`src/rtl/ct_idu_is_aiq_lch_rdy_gen.sv`:
```
// AIQ launch-ready writer. Each AIQ entry keeps a record of the destination
// preg its instruction produces. Incoming create sources are compared against
// the live records, and create1 sources are also compared against the
// destination of the same-cycle create0. The result is the one-hot producer
// entry that each source's launch-ready register loads.

// Per-entry record. It holds the producer's preg and answers the lookups.
module ct_idu_is_aiq_lch_rdy_entry #(
  parameter int PREG_W = 7,
  parameter int NUM_LK = 4
) (
  input  logic                          clk,
  input  logic                          rst_b,
  input  logic                          flush,
  input  logic                          c0_wr,
  input  logic                          c0_dst_vld,
  input  logic [PREG_W-1:0]             c0_dst_preg,
  input  logic                          c1_wr,
  input  logic                          c1_dst_vld,
  input  logic [PREG_W-1:0]             c1_dst_preg,
  input  logic                          issue,
  input  logic [NUM_LK-1:0][PREG_W-1:0] lk_preg,
  output logic                          rec_vld,
  output logic [NUM_LK-1:0]             hit
);
  logic [PREG_W-1:0] rec_preg;
  logic              live;

  // Record update: flush > create0 > create1 > issue > hold.
  always_ff @(posedge clk or negedge rst_b) begin
    if (!rst_b) begin
      rec_vld  <= 1'b0;
      rec_preg <= '0;
    end else if (flush) begin
      rec_vld  <= 1'b0;
    end else if (c0_wr) begin
      rec_vld  <= c0_dst_vld;
      rec_preg <= c0_dst_preg;
    end else if (c1_wr) begin
      rec_vld  <= c1_dst_vld;
      rec_preg <= c1_dst_preg;
    end else if (issue) begin
      rec_vld  <= 1'b0;
    end
  end

  // A producer that launches this cycle stops blocking. Its wakeup is
  // delivered by the issue path instead.
  assign live = rec_vld & ~issue;

  for (genvar k = 0; k < NUM_LK; k++) begin : g_lk
    assign hit[k] = live & (rec_preg == lk_preg[k]);
  end
endmodule

module ct_idu_is_aiq_lch_rdy_gen #(
  parameter int ENTRY  = 8,
  parameter int PREG_W = 7
) (
  input  logic              forever_cpuclk,
  input  logic              cpurst_b,
  input  logic              rtu_idu_flush_is,
  input  logic              create0_en,
  input  logic [ENTRY-1:0]  create0_entry,
  input  logic              create0_dst_vld,
  input  logic [PREG_W-1:0] create0_dst_preg,
  input  logic [1:0]        create0_src_vld,
  input  logic [PREG_W-1:0] create0_src0_preg,
  input  logic [PREG_W-1:0] create0_src1_preg,
  input  logic              create1_en,
  input  logic [ENTRY-1:0]  create1_entry,
  input  logic              create1_dst_vld,
  input  logic [PREG_W-1:0] create1_dst_preg,
  input  logic [1:0]        create1_src_vld,
  input  logic [PREG_W-1:0] create1_src0_preg,
  input  logic [PREG_W-1:0] create1_src1_preg,
  input  logic              issue_en,
  input  logic [ENTRY-1:0]  issue_entry,
  output logic [ENTRY-1:0]  create0_src0_lch_rdy,
  output logic [ENTRY-1:0]  create0_src1_lch_rdy,
  output logic [ENTRY-1:0]  create1_src0_lch_rdy,
  output logic [ENTRY-1:0]  create1_src1_lch_rdy,
  output logic              create1_src0_match_c0,
  output logic              create1_src1_match_c0,
  output logic [ENTRY-1:0]  dst_vld
);
  localparam int NUM_LK = 4;  // lookups: c0s0, c0s1, c1s0, c1s1

  logic [NUM_LK-1:0][PREG_W-1:0] lk_preg;
  logic [NUM_LK-1:0]             lk_qual;
  logic [ENTRY-1:0][NUM_LK-1:0]  hit;
  logic [NUM_LK-1:0][ENTRY-1:0]  tbl;
  logic [ENTRY-1:0]              rec_vld;

  assign lk_preg = {create1_src1_preg, create1_src0_preg,
                    create0_src1_preg, create0_src0_preg};
  assign lk_qual = {create1_en & create1_src_vld[1], create1_en & create1_src_vld[0],
                    create0_en & create0_src_vld[1], create0_en & create0_src_vld[0]};

  for (genvar e = 0; e < ENTRY; e++) begin : g_ent
    ct_idu_is_aiq_lch_rdy_entry #(.PREG_W(PREG_W), .NUM_LK(NUM_LK)) u_ent (
      .clk         (forever_cpuclk),
      .rst_b       (cpurst_b),
      .flush       (rtu_idu_flush_is),
      .c0_wr       (create0_en & create0_entry[e]),
      .c0_dst_vld  (create0_dst_vld),
      .c0_dst_preg (create0_dst_preg),
      .c1_wr       (create1_en & create1_entry[e]),
      .c1_dst_vld  (create1_dst_vld),
      .c1_dst_preg (create1_dst_preg),
      .issue       (issue_en & issue_entry[e]),
      .lk_preg     (lk_preg),
      .rec_vld     (rec_vld[e]),
      .hit         (hit[e])
    );
    for (genvar k = 0; k < NUM_LK; k++) begin : g_tp
      assign tbl[k][e] = hit[e][k] & lk_qual[k];
    end
  end

  assign dst_vld = rec_vld;

  // Same-cycle forward: create1 is younger, so a create0 destination match
  // supersedes any older table hit on the same preg.
  assign create1_src0_match_c0 = create0_en & create0_dst_vld & lk_qual[2]
                               & (create1_src0_preg == create0_dst_preg);
  assign create1_src1_match_c0 = create0_en & create0_dst_vld & lk_qual[3]
                               & (create1_src1_preg == create0_dst_preg);

  assign create0_src0_lch_rdy = tbl[0];
  assign create0_src1_lch_rdy = tbl[1];
  assign create1_src0_lch_rdy = create1_src0_match_c0 ? create0_entry : tbl[2];
  assign create1_src1_lch_rdy = create1_src1_match_c0 ? create0_entry : tbl[3];

  // Both create ports must never target the same entry.
  a_create_collide: assert property (@(posedge forever_cpuclk) disable iff (!cpurst_b)
    (create0_en & create1_en) |-> ((create0_entry & create1_entry) == '0));

  // Rename keeps live pregs unique, so a lookup hits at most one entry.
  for (genvar k = 0; k < NUM_LK; k++) begin : g_dup
    a_dup_preg: assert property (@(posedge forever_cpuclk) disable iff (!cpurst_b)
      $onehot0(tbl[k]));
  end
endmodule

```
`config.mk`:
```
export PLATFORM = sky130hd
export DESIGN_NAME = ct_idu_is_aiq_lch_rdy_gen
export DESIGN_NICKNAME = d
export VERILOG_FILES = /design/src/rtl/ct_idu_is_aiq_lch_rdy_gen.sv
export SDC_FILE = /design/constraint.sdc
export NUM_CORES = 1
export LEC_CHECK = 0
export BUFFER_PORTS_ARGS = -buffer_cell sky130_fd_sc_hd__buf_2
export CAP_MARGIN = 20
export CORE_MARGIN = 5
export CORE_UTILIZATION = 35
export CTS_CLUSTER_DIAMETER = 120
export DETAILED_ROUTE_END_ITERATION = 7
export PLACE_DENSITY = 0.61
export SYNTH_ARGS = -nofsm -noshare
export SYNTH_HDL_FRONTEND = slang
export SYNTH_SLANG_ARGS = --single-unit
```
`constraint.sdc`:
```
create_clock -name forever_cpuclk -period 1.68 [get_ports forever_cpuclk]
set_input_delay 0.084 -clock forever_cpuclk [delete_from_list [all_inputs] [get_ports forever_cpuclk]]
set_output_delay 0.084 -clock forever_cpuclk [all_outputs]
set_load 0.02 [all_outputs]
```
Yosys cells after proc, flatten, opt, wreduce, memory -nomap -nowiden. Cells that the tools add are included.

Flip-flop bits (word level): 64. Output and inout bits: 42. Input bits: 78.

Reductions and logical operators: 24. Equality and inequality tests: 34. Bitwise operators: 114. Multiplexer cells: 50.

Operators by type and width (count): $eq 7x7->1 (34); $mux 7 (16); $and 1x1->1 (105); $mux 1 (32); $reduce_bool 4->1 (8); $mux 8 (2); $reduce_and 2->1 (8); $reduce_bool 2->1 (8); $not 1->1 (9).

Depth between registers and ports, before layout.
Word-level depth: 6. Gate-level depth with buffers: 7.

Cells and area by module. Synthesis repeated with hierarchy kept, for this count alone.

Cells, all modules: 844. Area, all modules: 7129.3 µm².

Modules (own cells, without submodules): ct_idu_is_aiq_lch_rdy_entry (seq. area each 200.2 µm², area an instance 798.3 µm², cells each 93, times used 8); ct_idu_is_aiq_lch_rdy_gen (seq. area each 0.0 µm², area an instance 743.2 µm², cells each 100, times used 1).

Worst setup path before layout. Ideal clock, no wire load.

Kind: register -> output. From: register g_ent[3].u_ent.rec_vld. To: output port create0_src0_lch_rdy[3]. Stages on the path, launching flop included: 4. Setup slack: 0.064 ns. Arrival time: 1.532 ns. Required time: 1.596 ns. Path through: dfrtp_1 -> a21boi_0 -> nand3_1 -> nor4_1.

Longest elaborated chain between the ends: 3.

RTL lines: start: declaration (RTL line 23) `output logic rec_vld,`; start signal: assignment (RTL line 37) `rec_vld <= c0_dst_vld;`; start signal: assignment (RTL line 40) `rec_vld <= c1_dst_vld;`; $and 1x1->1 (RTL line 49) `assign live = rec_vld & ~issue;`; $and 1x1->1 (RTL line 52) `assign hit[k] = live & (rec_preg == lk_preg[k]);`; $and 1x1->1 (RTL line 117) `assign tbl[k][e] = hit[e][k] & lk_qual[k];`; end: declaration (RTL line 79) `output logic [ENTRY-1:0] create0_src0_lch_rdy,`.

Every way passes these cells.

Final worst setup path.
From: register g_ent[7].u_ent.rec_preg[0]. To: output port create1_src1_lch_rdy[7].

Longest elaborated chain between the ends: 4.

RTL lines: start: declaration (RTL line 26) `logic [PREG_W-1:0] rec_preg;`; start signal: assignment (RTL line 38) `rec_preg <= c0_dst_preg;`; start signal: assignment (RTL line 41) `rec_preg <= c1_dst_preg;`; $eq 7x7->1 (RTL line 52); $and 1x1->1 (RTL line 52); $and 1x1->1 (RTL line 117); $mux 8 (RTL line 133) `assign create1_src1_lch_rdy = create1_src1_match_c0 ? create0_entry : tbl[3];`; end: declaration (RTL line 82) `output logic [ENTRY-1:0] create1_src1_lch_rdy,`.

Every way passes these cells.

==> results by group <==
Clocking
  – CTS root buf: clkbuf_16
  – CTS sink cnt: 64
  – Total CTS buffers: 9
  – CTS tree: yes
  – Worst-path clk slew: 0.06 ns
  – Deepest level of the CTS H-tree: 3
  – Clk_lat worst skew: 0.35 ns
  – Clock Path Buffers: 2

Critical path
  – Worst Reg-to-Reg Cells: 4
  – Crit-path max cell delay: 0.46 ns
  – CP endpoint kind: output port
  – Max FO, Critical Path: 5
  – WP data arrival: 1.85 ns
  – Critical path capture point: create1_src1_lch_rdy[7]
  – WP buf/inv: 1
  – Reg-to-Reg Start: g_ent[1].u_ent.rec_vld
  – Cell count along the critical path: 5
  – Slowest cell on crit path: dfrtp_2
  – Reg2Reg Setup Slack: 0.58 ns
  – Family with the most delay on the worst path: simple AND/OR/NAND/NOR gates
  – Crit path kind: register to output port
  – CP startpoint kind: register
  – Crit path from: g_ent[7].u_ent.rec_preg[0]
  – Crit path required time: 1.60 ns
  – Critical R2R Capture: g_ent[1].u_ent.rec_vld
  – Critical Path, Cell by Cell: xnor2_1 > nand4_1 > nor4_4 > mux2_4 > buf_6

Final layout
  – Fin util: 52.4%
  – Area grow syn2layout: 47.8%
  – Most common cell after layout, fill and taps aside: xnor2_1
  – Most frequent cells in the layout: 106 x xnor2_1, 94 x buf_4, 88 x buf_2
  – Share of cells above drive strength 1: 52.7%
  – Final #Nets: 990
  – Post-Layout Cell Count: 1151
  – Diodes inserted: 0

Power
  – Net Switching: 3.05 mW
  – P per Cell Area: 825 nW/um^2
  – Sequential group share of total power: 29.6%
  – Largest vdd supply drop: 493 uV
  – Clk pwr share: 27.0%
  – Lkg Pwr: 4.29 nW
  – Logic pwr share: 43.3%
  – Net Sw Frac: 37.7%
  – Pint: 5.04 mW

GRT
  – Number of global-route vias before repair: 6485
  – Initial antenna violation count: 1
  – Total congestion overflow: 0
  – Global-route wire length before repair: 41100 um
  – Pin count of the biggest net entering global routing: 39
  – Tot GR Track Use: 25.4%

Placement
  – Port buffer count: 119
  – Inst Count DP: 1096
  – Dpl hpwl: 20100 um
  – RePlAce Congestion: 0.972

Die
  – I/O pin total: 120
  – Die area: 21800 sq um
  – Initial Util: 35.5%
  – Die Wd: 148 um
  – Die H: 148 um
  – Row Count: 50
  – Core area: 18700 sq um

Logic synthesis
  – Warnings from Yosys: 0
  – Synth top area cells: xnor2_1 26%, dfrtp_1 24%, mux2i_1 8.4%
  – Synth area leader: xnor2_1
  – Gate Count Post-Synth: 780
  – Sequential-to-total area share from yosys stat: 24.1%
  – Top-area cell type share of the netlist area: 25.6%
  – Yosys cell types: 27
  – Synth Net Count: 858
  – Post-Syn Area: 6640 sq um
  – Syn Area/Cell: 8.51 sq um
  – Register bit total from synthesis: 64

Timing
  – RSZ-0062 raised after global routing: true
  – Final Skew: 0 ns
  – Fmax: 518 MHz
  – Final-report setup violation count: 32
  – Hold Violations, Final: 0
  – Worst setup margin: -0.252 ns
  – Max-slew violations: 0
  – Crit path time final: 1.93 ns
  – Final Cycle Share: 115%
  – Slew @ Worst Pin: 0.563 ns
  – Slew HR: 62.4%

Run status
  – Outcome: finished with violations
  – Failing checks: setup timing

Drt
  – Final ANT Viol Nets: 0
  – Vias: 6746
  – DR vias/cell: 5.86
  – DRT iter0 DRCs: 836
  – Final wirelength: 29900 um
  – First drt pass iteration count: 6
  – Drt drc: 0
  – Post-DR wirelength/cell: 26.0 um

Min path
  – Worst hold stages: 3
  – Hold Crit Class: input port to register

Job
  – Max-cap violations: 0
[cell usage after synthesis]
cell	n
nand3_2	1
xor2_1	42
clkbuf_1	68
mux2_1	8
mux2_2	8
buf_1	12
nor4_1	32
mux2i_1	56
buf_4	18
nand2_2	1
nand3_1	40
a21boi_0	8
nand2_1	20
buf_6	11
buf_2	12
nor2_1	64
inv_1	2
dfrtp_1	64
xnor2_1	194
a21oi_1	64
nor4_2	1
nand4_1	32
nand2_4	8
nor4_4	3
xor2_2	2
nand3_4	1
a311oi_1	8
[per-layer routing]
layer	wire length [um]	global-route usage, %	up-vias
met1	11200	32.4	3232
met2	13400	39.5	508
li1	-	-	2865
met5	7	0	-
met4	1890	13.0	2
met3	3540	7.14	139
[power groups by stage]
stage               combinational [mW]  clock, mW  sequential (mW)
detailed placement                2.37          0             2.31
CTS                               2.89       2.18             2.32
global placement                  2.33          0             2.31
global route                      3.68       2.25             2.44
floorplan                         2.19          0             1.86
finish                            3.50       2.19             2.40
[worst reg2reg max path, stage by stage (launching register included)]
cell and delay (ns):
dfrtp_1 0.35, a21boi_2 0.19, buf_6 0.14, nand2_1 0.05, a311oi_1 0.27
[layout make-up]
class                           count  area, sq um
Sequential cell                    64         1660
Timing Repair Buffer              242         1900
Clock inverter                      5         78.8
Fill cell                        1607         8900
Multi-Input combinational cell    593         5610
Inverter                            2         7.51
Clock buffer                       11          253
Tap cell                          234          293
[through the flow]
stage	total power [mW]	area [sq um]	TNS, ns	hold slack [ns]	setup slack [ns]
2_1_floorplan	4.05	6640	0	-0.212	0.0635
4_1_cts	7.39	8970	-3.04	0.0284	-0.191
6_report	8.09	9800	-3.59	0.0350	-0.252
3_3_place_gp	4.64	7630	-0.105	-0.00921	-0.0627
3_5_place_dp	4.68	7630	-0.236	-0.0139	-0.0424
5_1_grt	8.37	9800	-5.49	0.0480	-0.304
[worst min path at each step]
stage	from	endpoint	slack, ns
global route	create1_entry[3]	g_ent[3].u_ent.rec_vld	0.05
global placement	cpurst_b	g_ent[0].u_ent.rec_preg[3]	-0.009
detailed placement	cpurst_b	g_ent[0].u_ent.rec_preg[1]	-0.01
finish	create1_entry[5]	g_ent[5].u_ent.rec_vld	0.04
floorplan	cpurst_b	g_ent[0].u_ent.rec_preg[0]	-0.21
CTS	create1_entry[3]	g_ent[3].u_ent.rec_vld	0.03
[logic make-up after synthesis]
| family | synth area share [%] |
|---|---|
| simple gates | 16.8 |
| compound gates | 6.79 |
| flops | 24.1 |
| buf+inv | 9.45 |
| xor+xnor | 31.6 |
| mux | 11.2 |
[timing repair]
| item | in CTS | in global routing |
|---|---|---|
| hold buffers | 1 | 0 |
| pin swaps | 110 | 81 |
| cloned | 0 | 0 |
| resized for setup | 195 | 122 |
| endpoints found under the hold margin | 64 | 0 |
| endpoints found under the setup margin | 32 | 32 |
| setup buffers | 28 | 12 |
[sequential cells by signal (all words and copies together) (netlist names)]
register / cells
g_ent.u_ent.rec_vld: 8
g_ent.u_ent.rec_preg: 56
(Power assumes the default switching activity.)
